--- config.mk ---
export PLATFORM = sky130hd
export DESIGN_NAME = slice_adder_17_flat
export DESIGN_NICKNAME = d
export VERILOG_FILES = /design/src/rtl/slice_adder_17_if.sv /design/src/rtl/slice_adder_17.sv /design/src/flat_wrapper.sv
export SDC_FILE = /design/constraint.sdc
export NUM_CORES = 1
export LEC_CHECK = 0
export CORE_MARGIN = 5
export CORE_UTILIZATION = 52
export CTS_BUF_LIST = sky130_fd_sc_hd__clkbuf_16
export DETAILED_ROUTE_END_ITERATION = 8
export PLACE_DENSITY = 0.79
export RECOVER_POWER = 100
export SLEW_MARGIN = 20
export SYNTH_ARGS = -nofsm -noshare
export SYNTH_HDL_FRONTEND = slang
export SYNTH_SLANG_ARGS = --single-unit
--- constraint.sdc ---
create_clock -name Clk -period 1.91 [get_ports Clk]
set_input_delay 0.382 -clock Clk [delete_from_list [all_inputs] [get_ports Clk]]
set_output_delay 0.382 -clock Clk [all_outputs]
set_load 0.05 [all_outputs]
--- src/rtl/slice_adder_17_if.sv ---
// Operand/result bundle between the run controller and slice_adder_17.
// The master drives the start request and operands; the slave returns the result and status.
interface slice_adder_17_if;
  logic        Run;
  logic [15:0] A;
  logic [15:0] B;
  logic [16:0] Sum;
  logic        Load_Out;
  logic        Busy;

  modport master (output Run, A, B, input Sum, Load_Out, Busy);
  modport slave  (input Run, A, B, output Sum, Load_Out, Busy);
endinterface

--- src/rtl/slice_adder_17.sv ---
// Multi-cycle 16-bit adder: SLICE_W bits per clock, 17-bit registered result with a one-cycle
// load strobe for the downstream result register.
module slice_adder_17 #(
  parameter int unsigned SLICE_W = 4
) (
  input  logic             Clk,
  input  logic             Reset,
  slice_adder_17_if.slave  bus
);

  localparam int unsigned DATA_W   = 16;
  localparam int unsigned SUM_W    = DATA_W + 1;
  localparam int unsigned N_SLICES = DATA_W / SLICE_W;
  localparam int unsigned CNT_W    = (N_SLICES > 1) ? $clog2(N_SLICES) : 1;

  localparam logic [1:0] S_IDLE = 2'd0;
  localparam logic [1:0] S_ADD  = 2'd1;
  localparam logic [1:0] S_DONE = 2'd2;

  logic [1:0]        state_q, state_d;
  logic              run_q, run_d;
  logic [DATA_W-1:0] op_a_q, op_a_d;
  logic [DATA_W-1:0] op_b_q, op_b_d;
  logic [DATA_W-1:0] psum_q, psum_d;
  logic              carry_q, carry_d;
  logic [CNT_W-1:0]  cnt_q, cnt_d;
  logic [SUM_W-1:0]  sum_q, sum_d;
  logic              load_q, load_d;
  logic              busy_q, busy_d;

  logic [SLICE_W:0]  slice_sum;
  logic [DATA_W-1:0] psum_next;

  // Operands shift right each slice, so the active slice is always the low SLICE_W bits;
  // results enter the partial sum from the top and reach their final position after N slices.
  always_comb begin
    state_d   = state_q;
    run_d     = bus.Run;
    op_a_d    = op_a_q;
    op_b_d    = op_b_q;
    psum_d    = psum_q;
    carry_d   = carry_q;
    cnt_d     = cnt_q;
    sum_d     = sum_q;
    load_d    = 1'b0;
    busy_d    = busy_q;
    slice_sum = (SLICE_W+1)'(op_a_q[SLICE_W-1:0]) + (SLICE_W+1)'(op_b_q[SLICE_W-1:0])
              + (SLICE_W+1)'(carry_q);
    psum_next = DATA_W'({slice_sum[SLICE_W-1:0], psum_q} >> SLICE_W);

    case (state_q)
      S_IDLE: begin
        if (bus.Run && !run_q) begin
          op_a_d  = bus.A;
          op_b_d  = bus.B;
          carry_d = 1'b0;
          cnt_d   = '0;
          busy_d  = 1'b1;
          state_d = S_ADD;
        end
      end
      S_ADD: begin
        op_a_d  = op_a_q >> SLICE_W;
        op_b_d  = op_b_q >> SLICE_W;
        psum_d  = psum_next;
        carry_d = slice_sum[SLICE_W];
        cnt_d   = cnt_q + CNT_W'(1);
        if (cnt_q == CNT_W'(N_SLICES - 1)) begin
          sum_d   = {slice_sum[SLICE_W], psum_next};
          load_d  = 1'b1;
          state_d = S_DONE;
        end
      end
      S_DONE: begin
        busy_d  = 1'b0;
        state_d = S_IDLE;
      end
      default: begin
        busy_d  = 1'b0;
        state_d = S_IDLE;
      end
    endcase
  end

  // run_q resets high so a Run held through reset is not seen as a rising edge.
  always_ff @(posedge Clk or negedge Reset) begin
    if (!Reset) begin
      state_q <= S_IDLE;
      run_q   <= 1'b1;
      op_a_q  <= '0;
      op_b_q  <= '0;
      psum_q  <= '0;
      carry_q <= 1'b0;
      cnt_q   <= '0;
      sum_q   <= '0;
      load_q  <= 1'b0;
      busy_q  <= 1'b0;
    end else begin
      state_q <= state_d;
      run_q   <= run_d;
      op_a_q  <= op_a_d;
      op_b_q  <= op_b_d;
      psum_q  <= psum_d;
      carry_q <= carry_d;
      cnt_q   <= cnt_d;
      sum_q   <= sum_d;
      load_q  <= load_d;
      busy_q  <= busy_d;
    end
  end

  assign bus.Sum      = sum_q;
  assign bus.Load_Out = load_q;
  assign bus.Busy     = busy_q;

endmodule

--- src/flat_wrapper.sv ---
// flat-port wrapper written by rule: the top's interface ports become plain ports
module slice_adder_17_flat 
#(
  parameter int unsigned SLICE_W = 4
)
  (Clk, Reset, bus_Run, bus_A, bus_B, bus_Sum, bus_Load_Out, bus_Busy);
  slice_adder_17_if bus_i ();
  input  logic Clk;
  input  logic Reset;
  input wire logic [$bits(bus_i.Run)-1:0] bus_Run;
  input wire logic [$bits(bus_i.A)-1:0] bus_A;
  input wire logic [$bits(bus_i.B)-1:0] bus_B;
  output wire logic [$bits(bus_i.Sum)-1:0] bus_Sum;
  output wire logic [$bits(bus_i.Load_Out)-1:0] bus_Load_Out;
  output wire logic [$bits(bus_i.Busy)-1:0] bus_Busy;
  assign bus_i.Run = bus_Run;
  assign bus_i.A = bus_A;
  assign bus_i.B = bus_B;
  assign bus_Sum = bus_i.Sum;
  assign bus_Load_Out = bus_i.Load_Out;
  assign bus_Busy = bus_i.Busy;
  slice_adder_17 #(.SLICE_W(SLICE_W)) u_core (.Clk(Clk), .Reset(Reset), .bus(bus_i));
endmodule
==> impl_summary.txt <==
----------------------------------------------------
[Status]
  Status ... finished clean

[Route]
  Routed length per placed instance ... 14.2 um
  Number of DRC markers after the initial detailed-route iteration ... 68
  Drt pass-1 iters ... 4
  Drc violations ... 0
  Antenna Nets Post-Route ... 0
  Total number of vias ... 1974
  Wirelength, routed ... 5430 um
  Vias per cell ... 5.15

[Power]
  Part of the total power dissipated in sequential elements ... 35.8%
  Share of power burned in the clock network ... 23.1%
  Internal cell power ... 4.17 mW
  Comb pwr share ... 41.1%
  Net switching power of the design ... 2.70 mW
  Post-layout total power ... 6.86 mW
  Static Leakage ... 1.77 nW
  Switching part of the total ... 39.3%
  VDD IR max ... 0.851 mV
  Power per unit of standard cell area ... between 1500 and 2000 mW/mm^2

[Critical path]
  Worst setup path startpoint ... u_core.bus.Sum[10]
  Series of cell instances along the critical path ... clkdlybuf4s50_1
  Worst reg2reg path endpoint ... u_core.bus.Sum[16]
  Slowest stage cell, crit path ... clkdlybuf4s50_1
  Dominant delay contributor by cell family on the critical path ... buffers and inverters
  Required @ worst endpoint ... 1.53 ns
  FF-to-FF path depth ... 7
  Worst stage delay on the critical path ... 0.81 ns
  Crit Path Class ... reg2out
  Last element of the critical path ... bus_Sum[10]
  Kind of end point of the critical path ... primary output
  Worst path depth ... 1
  Beginning of the worst register-to-register path ... u_core.op_b_q[0]
  Highest net fanout along the worst path ... 2
  Critical path startpoint category ... register
  Combined buffer and inverter count along the critical path ... 1
  Flop-to-flop setup slack ... 0.14 ns
  Data arrival, critical path ... 1.50 ns

[Layout]
  Number of non-filler instances in the completed layout ... around 380
  Final cell area excluding filler cells ... between 0.003 and 0.004 mm^2
  Core utilization of the finished layout ... between 60% and 70%
  Area overhead of the layout relative to synthesis ... 26.9%
  Final antenna diode count ... 0
  Final-stage net count ... about 350
  Share of cells above drive strength 1 ... about a tenth

[Timing]
  Final critical-path setup slack ... 0.0322 ns
  Max-slew violation count ... 0
  Worst Hold Slack ... 0.224 ns
  FMAX ... between 500 and 600 MHz
  Slew margin rel. ... 30.3%
  Unrepaired setup endpoints after global routing ... no
  Final period util ... around 98%
  Final count of negative-setup-slack endpoints ... 0
  Hold violation total from the final report ... 0
  Worst-case clock skew ... 0.00564 ns
  Minimum clock period after layout ... 1.88 ns
  Setup TNS Final ... 0 ns
  Transition time at the pin with the least slew margin ... 1.05 ns

[Hold path]
  Worst min-delay path category ... in2async

[Logic synthesis]
  Sequential area share after synthesis ... 58.7%
  Predominant post-synthesis flop cell ... dfrtp_1
  Ys async rst share ... 100%
  Most used standard cells in the synthesized netlist ... 68 x dfrtp_1, 61 x nand2_1, 33 x o21ai_0
  Multiplexer share of the synthesized area ... around 14%
  Simple-gate area share of the yosys netlist ... 9.10%
  Number of flops mapped to enable cells by yosys ... 0
  Count of different cell masters after synthesis ... 26
  Adder and majority gate portion of the synthesized area ... between 3 and 4%
  Largest family of logic cells by synthesized area ... multiplexers
  Cell count after synthesis ... 248
  Top cell type by total area after synthesis ... dfrtp_1
  Synth Cell Area ... 0.00294 mm^2
  Synth Warn # ... 0
  Cells taking the most area after synthesis ... dfrtp_1 58%, mux2i_1 8.2%, nand2_1 7.8%
  Xor and xnor fraction of the mapped netlist area ... 0.595%
  Number of flip-flops and latches in the synthesized netlist ... 69
  Number of nets produced by synthesis ... approximately 290
  Complex-gate fraction of the synthesized area ... 9.83%
  Cell with the most instances after synthesis ... dfrtp_1
  Area share of the leading cell type in the synthesized netlist ... 57.8%
  Average cell area after synthesis ... 11.9 um^2

[CTS]
  Number of buffers inserted by post-CTS setup repair ... 0
  Number of buffers inserted by hold repair at cts ... 0
  Total clock sinks ... 69
  Clock latency at the later pin of the worst-skew pair ... 0.32 ns
  Count of H-tree levels built during CTS ... 3
  Num CTS Buffers ... 9
  Clock transition time at the flip-flop clock pins of the worst setup and hold paths ... 0.06 ns
  Root buffer cell ... clkbuf_16
  Post-cts sizing count ... 1
  Maximum clock insertion buffer count ... 2
  CTS tree ... yes

[Global routing]
  Wire length of the first global-routing pass ... slightly above 9000 um
  Global-route usage over all layers ... 16.3%
  GRT Residual Overflow ... 0
  Vias in the first global route ... 1988
  Antenna violations before repair ... 0
  Largest net degree at the start of global routing ... 40

[Floorplanning]
  Starting utilization of the core area ... 53.4%
  Chip height ... 85.2 um
  Area enclosed by the die boundary ... 0.00726 mm^2
  Overall die width ... ~85 um
  I/O pins ... 54
  Placeable core region ... about 0.0055 mm^2
  Number of placement rows ... 27

[Place]
  Count of buffers inserted at the top-level ports ... 53
  Placer congestion estimate ... 0.746
  Instance count after placement with tap cells included ... approximately 370
  Detailed placer's ending HPWL ... 3860 um
  Placed cell areas ... 0.00355 mm^2
  Placement Setup Slack ... between 0.07 and 0.08 ns

[Flow run]
  Number of maximum-capacitance constraint violations ... 0

----------------------------------------------------
==> layout by cell type, fill, tap and decap left out <==
master,netlist,routed
nand2_1,61,62
clkbuf_4,0,1
dfstp_2,1,1
clkbuf_2,0,4
nor2b_1,1,2
mux2_2,3,3
clkinv_2,0,1
o21bai_1,1,1
dlygate4sd2_1,0,1
dfrtp_1,68,68
xor2_1,2,2
a21oi_1,2,1
clkinv_4,0,1
a21oi_2,0,1
mux2_1,0,9
bufinv_16,0,1
inv_1,6,6
ha_1,4,4
mux2i_1,24,24
clkdlybuf4s50_1,0,44
dlygate4sd3_1,0,1
nor3b_1,0,1
a22o_1,9,9
inv_4,1,1
a21o_1,3,3
buf_12,0,1
o21ai_4,0,1
buf_4,1,1
mux2_4,10,1
clkbuf_16,0,9
clkinvlp_4,0,2
clkbuf_1,5,7
o21ai_0,33,33
clkinv_1,0,2
fa_1,2,2
==> power groups by stage <==
stage	logic [mW]	registers, mW	clock network (mW)
floorplan	1.67	3.00	0
finish	2.82	2.46	1.59
global placement	2.92	2.46	0
CTS	3.03	2.48	1.62
global route	3.11	2.54	1.68
detailed placement	3.02	2.49	0
==> flip-flops by register name (all words and copies together) (netlist names), 2 cells and up <==
| name | flops |
|---|---|
| u_core.bus.Sum | 17 |
| u_core.op_a_q | 16 |
| u_core.op_b_q | 16 |
| u_core.psum_q | 12 |
| u_core.cnt_q | 2 |
| u_core.state_q | 2 |
==> routing by layer <==
metal,wire length (um),GRT usage (%),part of all wire [%],vias to the layer above
li1,-,-,-,955
met1,2440,20.8,45,950
met2,2500,25.6,46,57
met3,344,4.17,6.3,12
met4,136,8.35,2.5,0
met5,0,0,0,-
==> how the worst min path moves through the flow <==
stage,end
after global placement,u_core.bus.Load_Out
after CTS,u_core.bus.Sum[11]
final,u_core.psum_q[11]
after global routing,u_core.bus.Sum[5]
after floorplan,u_core.bus.Busy
after detailed placement,u_core.bus.Sum[5]
==> logic make-up after synthesis <==
kind of cell             after synthesis
AO/OA/AOI/OAI                         49
XOR/XNOR                               2
adder cells (fa/ha/maj)                6
buffers and inverters                 20
flip-flops                            69
multiplexers                          37
AND/OR/NAND/NOR                       65
==> final cells by class <==
type	instances	area, um^2
inverters	7	28.8
fillers	425	1770
repair buffers	60	541
flip-flops and latches	69	1730
multi-input cells	159	1050
clock inverters	7	66.3
well taps	72	90.1
clock buffers	9	225
No activity file was read; power rests on OpenSTA's default activity.
